## src/rtl/writeback_arbiter.sv

```systemverilog
// Writeback arbiter: merges load responses (priority) and FIFO-buffered ALU
// results onto the single regfile write port, with a pending-write lookup for decode.
module writeback_arbiter #(
  parameter int unsigned XLEN  = 32,
  parameter int unsigned DEPTH = 4
) (
  input  logic            clk,
  input  logic            reset,
  input  logic            alu_valid_i,
  output logic            alu_ready_o,
  input  logic [4:0]      alu_rd_i,
  input  logic [XLEN-1:0] alu_data_i,
  input  logic            ld_valid_i,
  input  logic [4:0]      ld_rd_i,
  input  logic [31:0]     ld_data_i,
  input  logic [2:0]      ld_funct3_i,
  input  logic [1:0]      ld_offset_i,
  input  logic [4:0]      lookup_rd_pi,
  output logic            pending_o,
  output logic [4:0]      destReg_po,
  output logic [XLEN-1:0] writeData_po,
  output logic            we_o
);

  localparam int unsigned PTR_W = (DEPTH > 1) ? $clog2(DEPTH) : 1;

  logic [4:0]      fifo_rd   [DEPTH];
  logic [XLEN-1:0] fifo_data [DEPTH];
  logic [PTR_W-1:0] rd_ptr, wr_ptr;
  logic [PTR_W:0]   count;

  logic full, empty, push, pop;

  assign full        = (count == (PTR_W+1)'(DEPTH));
  assign empty       = (count == '0);
  assign alu_ready_o = !full;
  assign push        = alu_valid_i && !full;
  assign pop         = !ld_valid_i && !empty;

  // Load data extraction and extension
  logic [7:0]      ld_byte;
  logic [15:0]     ld_half;
  logic [XLEN-1:0] ld_result;

  always_comb begin
    ld_byte = ld_data_i[7:0];
    case (ld_offset_i)
      2'd0: ld_byte = ld_data_i[7:0];
      2'd1: ld_byte = ld_data_i[15:8];
      2'd2: ld_byte = ld_data_i[23:16];
      2'd3: ld_byte = ld_data_i[31:24];
      default: ld_byte = ld_data_i[7:0];
    endcase
    ld_half = ld_offset_i[1] ? ld_data_i[31:16] : ld_data_i[15:0];
  end

  always_comb begin
    ld_result = XLEN'(ld_data_i);
    case (ld_funct3_i)
      3'b000:  ld_result = {{(XLEN-8){ld_byte[7]}}, ld_byte};
      3'b001:  ld_result = {{(XLEN-16){ld_half[15]}}, ld_half};
      3'b100:  ld_result = XLEN'(ld_byte);
      3'b101:  ld_result = XLEN'(ld_half);
      default: ld_result = XLEN'(ld_data_i);
    endcase
  end

  // Source select: loads always win, FIFO head only when no load
  logic            sel_valid;
  logic [4:0]      sel_rd;
  logic [XLEN-1:0] sel_data;

  always_comb begin
    sel_valid = 1'b0;
    sel_rd    = '0;
    sel_data  = '0;
    if (ld_valid_i) begin
      sel_valid = 1'b1;
      sel_rd    = ld_rd_i;
      sel_data  = ld_result;
    end else if (!empty) begin
      sel_valid = 1'b1;
      sel_rd    = fifo_rd[rd_ptr];
      sel_data  = fifo_data[rd_ptr];
    end
  end

  always_ff @(posedge clk) begin
    if (push) begin
      fifo_rd[wr_ptr]   <= alu_rd_i;
      fifo_data[wr_ptr] <= alu_data_i;
    end
  end

  always_ff @(posedge clk or negedge reset) begin
    if (!reset) begin
      rd_ptr <= '0;
      wr_ptr <= '0;
      count  <= '0;
    end else begin
      if (push) wr_ptr <= wr_ptr + 1'b1;
      if (pop)  rd_ptr <= rd_ptr + 1'b1;
      case ({push, pop})
        2'b10:   count <= count + 1'b1;
        2'b01:   count <= count - 1'b1;
        default: count <= count;
      endcase
    end
  end

  always_ff @(posedge clk or negedge reset) begin
    if (!reset) begin
      we_o         <= 1'b0;
      destReg_po   <= '0;
      writeData_po <= '0;
    end else if (sel_valid) begin
      we_o         <= (sel_rd != '0);
      destReg_po   <= sel_rd;
      writeData_po <= sel_data;
    end else begin
      we_o <= 1'b0;
    end
  end

  // An entry is live when its distance from the head is below the occupancy
  logic             fifo_hit;
  logic [PTR_W-1:0] rel;

  always_comb begin
    fifo_hit = 1'b0;
    rel      = '0;
    for (int unsigned i = 0; i < DEPTH; i++) begin
      rel = PTR_W'(i) - rd_ptr;
      if (((PTR_W+1)'(rel) < count) && (fifo_rd[i] == lookup_rd_pi))
        fifo_hit = 1'b1;
    end
    pending_o = (lookup_rd_pi != '0) &&
                (fifo_hit || (we_o && (destReg_po == lookup_rd_pi)));
  end

endmodule

```

## config.mk

```make
export PLATFORM = sky130hd
export DESIGN_NAME = writeback_arbiter
export DESIGN_NICKNAME = d
export VERILOG_FILES = /design/src/rtl/writeback_arbiter.sv
export SDC_FILE = /design/constraint.sdc
export NUM_CORES = 1
export LEC_CHECK = 0
export BUFFER_PORTS_ARGS = -buffer_cell sky130_fd_sc_hd__buf_2
export CORE_MARGIN = 8
export CORE_UTILIZATION = 37
export DETAILED_ROUTE_END_ITERATION = 10
export GPL_ROUTABILITY_DRIVEN = 1
export RECOVER_POWER = 50
export SKIP_LAST_GASP = 1
export SYNTH_ARGS = -nofsm -noshare
export SYNTH_HDL_FRONTEND = slang
export SYNTH_SLANG_ARGS = --single-unit
export TNS_END_PERCENT = 30
```

## constraint.sdc

```tcl
create_clock -name clk -period 2.2 [get_ports clk]
set_clock_uncertainty 0.05 [all_clocks]
set_input_delay 0.33 -clock clk [delete_from_list [all_inputs] [get_ports clk]]
set_output_delay 0.33 -clock clk [all_outputs]
set_load 0.1 [all_outputs]
```

== Word-level counts from Yosys, hierarchy flattened ==
Memories as Yosys holds them, arrays and structs flattened.
Index checks and enable logic that the tools add are counted.
Storage, ports and cells
  register bits: 45
  latch bits: 0
  RAM bits: 148
  memory bits (read-only): 0
  input port bits: 88
  output and inout port bits: 40
  logic and storage cells: 69
  memories kept: 2
Cells by class
  add/subtract/negate cells: 8
  multiply operators: 0
  divide/modulo/power cells: 0
  order comparisons: 4
  eq/ne operators: 14
  shifts and indexed selects: 0
  mux-type cells: 17
  bitwise logic cells: 0
  reductions and logical operators: 18
Memory list
  fifo_data: words 4, width 32, read ports 1, clocked after Yosys merged registers in 0, wr ports 1, RTL line 28  | logic [XLEN-1:0] fifo_data [DEPTH];
  fifo_rd: words 4, width 5, read ports 5, clocked after Yosys merged registers in 0, wr ports 1, RTL line 27  | logic [4:0] fifo_rd [DEPTH];
Operator list (count)
  one-hot mux 32 bit (4 select lines): 1
  2-to-1 mux 32 bit: 2
  one-hot mux 8 bit (4 select lines): 1
  equality test 5 bit: 5
  2-to-1 mux 16 bit: 1
  < comparator 2 x 3 -> 1 bit: 4
  2-to-1 mux 5 bit: 2
  nonzero test 5 bit: 2
  equality test 3 bit (second input constant): 3
  2-to-1 mux 1 bit: 9
  logical AND 1 bit: 8
  equality test 2 bit (second input constant): 3
  logical NOT 3 bit: 2
  one-hot mux 3 bit (2 select lines): 1
  adder 2 x 1 -> 2 bit (second input constant): 2
  equality test 2 x 1 -> 1 bit (second input constant): 2
  subtractor 1 x 2 -> 2 bit (first input constant): 2
  subtractor 2 bit (first input constant): 2
  adder 3 x 1 -> 3 bit (second input constant): 1
  equality test 3 x 1 -> 1 bit (second input constant): 1
  logical NOT 1 bit: 3
  subtractor 3 x 1 -> 3 bit (second input constant): 1
  logical NOT 2 bit: 1
  nonzero test 2 bit: 1
  logical OR 1 bit: 1

== Depth between registers and ports, before layout ==
Gate-level depths: netlist of run 1.
  word-level depth: 9
  mapped depth: 11
  depth with buffers taken out: 10

== Least setup slack after synthesis of run 1 ==
No wires, ideal clock.
  kind: register to output
  start: register rd_ptr[1]
  end: output port pending_o
  arrival time: 3.286 ns
  required time: 1.820 ns
  setup slack: -1.466 ns
  stages on the path, launching flop included: 10
  path buffers: 2
  path through: dfrtp_1 -> buf_2 -> buf_2 -> xor2_1 -> inv_1 -> ha_1 -> a21oi_1 -> o2111ai_1 -> o31a_1 -> a21oi_1
Between the ends
  word-level cells in the longest chain between the ends: 9
  elaborated cells between the ends (all ways): 18
  classes of those cells: add/sub: 4; order compare: 4; mux: 4; reduce/logical: 6
Ends and longest elaborated chain
  start, declared: RTL line 29  | logic [PTR_W-1:0] rd_ptr, wr_ptr;
  start signal, assigned: RTL line 102  | if (pop) rd_ptr <= rd_ptr + 1'b1;
  subtractor 1 x 2 -> 2 bit: RTL line 133  | rel = PTR_W'(i) - rd_ptr;
  < comparator 2 x 3 -> 1 bit: RTL line 134  | if (((PTR_W+1)'(rel) < count) && (fifo_rd[i] == lookup_rd_pi))
  logical AND 1 bit: RTL line 134
  2-to-1 mux 1 bit (3 in a row): RTL line 134
  2-to-1 mux 1 bit *: RTL line 134
  logical OR 1 bit *: RTL line 138  | (fifo_hit || (we_o && (destReg_po == lookup_rd_pi)));
  logical AND 1 bit *: RTL line 137  | pending_o = (lookup_rd_pi != '0) &&
  end, declared: RTL line 19  | output logic pending_o,
Every way passes the cells marked *; elsewhere a longest branch is shown, timed or not.

== Worst setup path in the final report of run 1 ==
Ends and elaborated chain as after synthesis.

==> metrics.md, run 1 <==
| Metric | Value |
|---|---|
| Status | `complete, but fails checks` |
| Violated checks | `negative setup slack` |
| Syn Inst Count | `between 500 and 600` |
| IO Count | `128` |
| Combinational share of power | `0.427` |
| WP data arrival | `2250 ps` |
| Worst min path class | `input pin to flop` |
| Congestion Overflow GR | `0` |
| Measured slew at the worst slew-check pin | `approximately 830 ps` |
| Slew Limit Fails | `0` |
| Post-layout minimum cycle time | `between 2000 and 3000 ps` |
| Most frequent cells in the layout | `148 x edfxtp_1, 72 x buf_2, 43 x nand2_1, 43 x dfrtp_1, 41 x clkbuf_1` |
| Core ar. | `21900 um^2` |
| DR WL/cell | `roughly 23 um` |
| Post-synthesis cell area | `around 8300 um^2` |
| Final Net Count | `742` |
| Ys Warns | `0` |
| Syn_area_per_cell | `16.4 um^2` |
| Skew-Pair Late Insertion Delay | `430 ps` |
| Inserted Diodes | `0` |
| Drt drc | `0` |
| Ys async rst share | `0.233` |
| Number of distinct library cells after synthesis | `around 50` |
| Gr usage total | `0.163` |
| Synthesis-to-finish area growth | `19.7%` |
| Fin worst setup slack | `-428 ps` |
| CTS sink count | `~190` |
| Cell Pwr Density | `1470 nW/um^2` |
| Reg power frac | `0.368` |
| Leakage power | `0.00366 uW` |
| Crit path capture type | `output pin` |
| Switching Share | `0.426` |
| DIE WIDTH | `between 150 and 200 um` |
| DRT Wirelength | `approximately 22 mm` |
| RSZ-0062 raised after global routing | `true` |
| Vias per cell | `5.34` |
| Number of port buffers | `127` |
| Pre-antenna DRT Iters | `6` |
| Switching power | `roughly 6200 uW` |
| Clock power share | `0.205` |
| Slew HR | `0.448` |
| EDFF count, synth | `148` |
| Largest net degree at the start of global routing | `38` |
| Finished Layout Cells | `937` |
| Reg2Reg Depth | `10` |
| Hold Fails Final Rpt | `0` |
| Highest clock rate | `approximately 380 MHz` |
| Number of synthesized register bits | `roughly 190` |
| Die area | `roughly 27000 um^2` |
| Routability cong. | `0.839` |
| Max VDD drop | `roughly 0.76 mV` |
| Hold Path Depth | `1` |
| CP top delay family | `compound AO/OA/AOI/OAI gates` |
| CP required | `1820 ps` |
| CP Max Fanout | `2` |
| Inst Count DP | `904` |
| First-pass GRT wire length | `32.5 mm` |
| Layout cells sized above 1 | `0.307` |
| Final worst path period share | `1.19` |
| Setup crit start kind | `flop` |
| Slowest CP cell | `dfrtp_2` |
| Most common cell after layout, fill and taps aside | `edfxtp_1` |
| Sequential share of the synthesized area | `0.673` |
| Final setup vio count | `2` |
| Vias in the first global route | `about 5500` |
| Mapped Nets | `602` |
| DP Area | `~9400 um^2` |
| CP Class | `flop to output pin` |
| CTS Buf Count | `17` |
| CTS tree | `built` |
| Clk slew on worst S/H paths | `70 ps` |
| Root buffer cell | `clkbuf_16` |
| Longest Clk Path Bufs | `2` |
| Dpl hpwl | `roughly 15 mm` |
| H-tree depth | `4` |
| Slowest stage delay, CP | `between 400 and 500 ps` |
| Total number of vias | `between 5000 and 6000` |
| Die Y | `between 150 and 200 um` |
| WP depth | `8` |
| Cell Rows | `54` |
| Synth Flop Type | `edfxtp_1` |
| Initial core utilization | `0.378` |
| Crit path cell chain | `xor2_2, buf_4, ha_1, a21oi_2, o2111ai_2, o31a_1, a21oi_4, buf_12` |
| DRT iter0 DRCs | `410` |
| Crit path buffers/inverters | `2` |
| Post-layout instance area | `between 9000 and 10000 um^2` |
| Pint | `roughly 8300 uW` |
| Routed Antenna Nets | `0` |
| Max Cap Viol | `0` |
| Initial antenna violation count | `2` |
routing by layer:
metal  vias up  wire (um)  global-route usage  part of all wire
li1       2267          -                   -                 -
met1      2527       9010               0.198              0.42
met2       156      10600               0.267              0.49
met3        49       1180              0.0382             0.055
met4         4        746              0.0791             0.035
met5         -         21                   0           0.00097
Yosys cell counts, drive strengths merged (8+ instances only):
library cell	count	area, um^2
ha	9	113
mux4	37	833
dfrtp	45	1130
xnor2	17	149
a22oi	11	82.6
a222oi	16	160
edfxtp	148	4440
xor2	15	131
nand2	44	168
inv	15	56.3
clkbuf	14	52.6
a221o	8	80.1
o21ai	17	85.1
nor3	10	50.1
a21oi	15	78.8
buf	18	128
nor2	12	45.0
layout make-up:
cell class / count / area (um^2)
clock buffers: 20 / 447
clock inverters: 12 / 119
fillers: 1963 / 12000
inverters: 15 / 56.3
multi-input cells: 264 / 2520
flip-flops and latches: 193 / 5570
well taps: 280 / 350
repair buffers: 153 / 832
what timing repair did:
item	CTS	global route
gates resized for setup	2	2
pin swaps	4	3
hold buffers	1	0
buffers inserted	0	0
endpoints found under the setup margin	1	3
hold endpoints to repair	26	0
worst register-to-register path: stages (launching register included):
cell and delay, ps:
dfrtp_1 380, inv_1 240, nand3_1 140, and2_0 230, inv_1 80, ha_1 190, inv_1 70, fa_1 390
xor2_1 160, nor2_1 110, xor2_1 150
through the flow:
| step | utilization | setup slack [ps] | hold slack [ps] | TNS [ps] | power, uW |
|---|---|---|---|---|---|
| finish | 0.452 | -428 | 104 | -487 | 14500 |
| global route | 0.452 | -505 | 97.3 | -767 | 15200 |
| CTS | 0.454 | -473 | 40.1 | -482 | 14700 |
| detailed placement | 0.427 | -60.0 | 376 | -60.0 | 11600 |
| global placement | 0.427 | -4.08 | 373 | -4.08 | 11500 |
| floorplan | - | -488 | -15.6 | -23300 | 10100 |
kinds of logic after synthesis:
| group | Yosys count | share of synthesized area |
|---|---|---|
| AOI/OAI and AO/OA | 87 | 0.0840 |
| xor gates and xnor gates | 32 | 0.0339 |
| adders and majority gates | 10 | 0.0160 |
| buffers and inverters | 47 | 0.0286 |
| DFF | 193 | 0.673 |
| muxes | 47 | 0.114 |
| and+or+nand+nor | 88 | 0.0502 |
flip-flops by register name (all words and copies together), names as in the netlist:
register / cells
rd_ptr: 2
wr_ptr: 2
fifo_data: 128
destReg_po: 5
count: 3
writeData_po: 32
fifo_rd: 20
we_o: 1
power groups by stage:
stage	Clock [uW]	Combinational [uW]	Sequential, uW
finish	2980	6200	5340
global route	3180	6580	5430
CTS	3050	6290	5350
detailed placement	0	6210	5420
global placement	0	6130	5370
floorplan	0	2620	7470
final timing paths:
| check | startpoint | to | slack (ps) |
|---|---|---|---|
| max in group asynchronous | reset | writeData_po[25] | 570 |
| min | alu_data_i[20] | fifo_data[1][20] | 100 |
| max | rd_ptr[1] | pending_o | -430 |
| min reg2reg | writeData_po[15] | writeData_po[15] | 460 |
| max reg2reg | count[1] | count[2] | -60 |
| min in group asynchronous | reset | writeData_po[12] | 490 |
Note: power is estimated with default switching activity, not from simulation.
==> run 2, diff against run 1 <==
--- a/config.mk
+++ b/config.mk
@@ -10,8 +10,10 @@
 export CORE_UTILIZATION = 37
 export DETAILED_ROUTE_END_ITERATION = 10
 export GPL_ROUTABILITY_DRIVEN = 1
+export PLACE_DENSITY = 0.7
 export RECOVER_POWER = 50
 export SKIP_LAST_GASP = 1
+export SLEW_MARGIN = 10
 export SYNTH_ARGS = -nofsm -noshare
 export SYNTH_HDL_FRONTEND = slang
 export SYNTH_SLANG_ARGS = --single-unit
==> run 2 against run 1 <==
- the flow still finishes with violations (negative setup slack)
- sequential share of layout area fell by 0.17 points
- cell count shrank 0.11%
- critical path depth is the same
- critical endpoint unchanged
- highest routed layer is now met4
==> metrics.md, run 2 (same netlist as run 1, synthesis figures left out) <==
| Metric | Value |
|---|---|
| Core ar. | `about 22000 um^2` |
| Drt drc | `0` |
| Worst min path class | `input pin to flop` |
| Leakage power | `0.00365 uW` |
| Inst Count DP | `900` |
| Reg2Reg Depth | `10` |
| Setup crit start kind | `flop` |
| DRT Wirelength | `about 22 mm` |
| Final hold slack | `108 ps` |
| Violated checks | `negative setup slack` |
| Final worst path period share | `1.20` |
| CP Max Fanout | `2` |
| Hold Fails Final Rpt | `0` |
| WP data arrival | `~2300 ps` |
| Reg-to-reg endpoint | `count[2]` |
| H-tree depth | `4` |
| Cell Pwr Density | `1470 nW/um^2` |
| Die Y | `about 170 um` |
| Final Net Count | `between 700 and 800` |
| Initial antenna violation count | `3` |
| Vias in the first global route | `5704` |
| R2R Path Start | `count[1]` |
| Congestion Overflow GR | `0` |
| Cell Rows | `54` |
| Slowest CP cell | `dfrtp_2` |
| Status | `complete, but fails checks` |
| Slowest stage delay, CP | `420 ps` |
| Slew Limit Fails | `0` |
| Most common cell after layout, fill and taps aside | `edfxtp_1` |
| Post-layout minimum cycle time | `about 2600 ps` |
| Max Cap Viol | `0` |
| Reg with most FFs | `fifo_data` |
| CTS sink count | `roughly 190` |
| Filler Cells Inserted | `slightly below 2000` |
| Measured slew at the worst slew-check pin | `830 ps` |
| DIE WIDTH | `around 170 um` |
| Fin worst setup slack | `-435 ps` |
| Slew HR | `0.447` |
| Routability cong. | `about 0.87` |
| Total number of vias | `about 5200` |
| Setup_tns | `-570 ps` |
| Crit path capture type | `output pin` |
| HP Start | `alu_data_i[30]` |
| Final setup vio count | `2` |
| CP required | `1820 ps` |
| R2R setup slack | `-140 ps` |
| Vias per cell | `5.54` |
| Most frequent cells in the layout | `148 x edfxtp_1, 74 x buf_2, 43 x nand2_1, 43 x dfrtp_1, 41 x clkbuf_1` |
| RSZ-0062 raised after global routing | `true` |
| Max VDD drop | `0.814 mV` |
| Dpl hpwl | `around 15 mm` |
| Finished Layout Cells | `about 940` |
| Pre-antenna DRT Iters | `5` |
| Post-layout util | `0.454` |
| Number of port buffers | `between 100 and 150` |
| Synthesis-to-finish area growth | `20.0%` |
| First-pass GRT wire length | `~33 mm` |
| IO Count | `128` |
| Clk slew on worst S/H paths | `roughly 70 ps` |
| Die area | `roughly 27000 um^2` |
| Crit path cell chain | `xor2_2, inv_1, ha_1, a21oi_2, o2111ai_1, o31a_1, a21oi_4, buf_12` |
| Longest Clk Path Bufs | `2` |
| Hold EP | `fifo_data[2][30]` |
| Gr usage total | `0.163` |
| Hold Path Depth | `1` |
| Layout cells sized above 1 | `0.300` |
| CP Class | `flop to output pin` |
| CTS Buf Count | `17` |
| DRT iter0 DRCs | `approximately 370` |
| CTS tree | `built` |
| Root buffer cell | `clkbuf_16` |
| Largest registers | `fifo_data: 128 flops, writeData_po: 32 flops, fifo_rd: 20 flops` |
| DR WL/cell | `roughly 23 um` |
| Initial core utilization | `0.378` |
| Highest clock rate | `between 300 and 400 MHz` |
| Routed Antenna Nets | `0` |
| Skew-Pair Late Insertion Delay | `between 400 and 500 ps` |
| Largest net degree at the start of global routing | `40` |
| Max reg flops | `approximately 130` |
-- run 2: area by class of cell --
cell class	instances	area (um^2)	share of cell area
Inverter	15	56.3	0.00567
Multi-Input combinational cell	264	2510	0.253
Antenna cell	3	7.51	0.000756
Timing Repair Buffer	149	827	0.0833
Tap cell	280	350	0.0353
Sequential cell	193	5570	0.561
Clock inverter	10	126	0.0127
Clock buffer	22	474	0.0478
-- run 2: worst max path at each step --
stage	startpoint	end	slack, ps	cells past startpoint
6_report	rd_ptr[1]	pending_o	-430	8
5_1_grt	rd_ptr[1]	pending_o	-510	8
4_1_cts	rd_ptr[1]	pending_o	-470	8
3_5_place_dp	rd_ptr[1]	pending_o	-40	8
3_3_place_gp	rd_ptr[1]	pending_o	8	8
2_1_floorplan	rd_ptr[0]	pending_o	-490	10
-- run 2: what timing repair did --
action / CTS / global route
setup buffers: 0 / 0
endpoints found under the hold margin: 10 / 0
pin swaps: 1 / 0
gates resized for setup: 0 / 3
hold buffers: 1 / 0
setup endpoints to repair: 2 / 2
-- run 2: stage by stage --
step | instance area (um^2) | total power (uW) | worst slack [ps]
floorplan | 8320 | 10100 | -488
global placement | 9370 | 11400 | 8.37
detailed placement | 9370 | 11600 | -42.5
CTS | 9980 | 14700 | -473
global route | 9930 | 15200 | -506
finish | 9930 | 14600 | -435
-- run 2: power by group --
part | total, uW | switching (uW) | internal (uW)
clock | 3100 | 1310 | 1780
sequential | 5330 | 426 | 4900
combinational | 6170 | 4380 | 1800
total | 14600 | 6120 | 8480
-- run 2: critical path, delay by kind of cell (launching register included) --
family,cells,cell delay [ps]
xor+xnor,1,180
flops,1,420
fa+ha+maj,1,280
compound gates,4,700
buf+inv,2,250
-- run 2: routing by layer --
metal / track usage / routed length (um)
met1: 0.188 / 8540
met2: 0.282 / 11000
met3: 0.0392 / 1430
met4: 0.0771 / 573
met5: 0 / 0
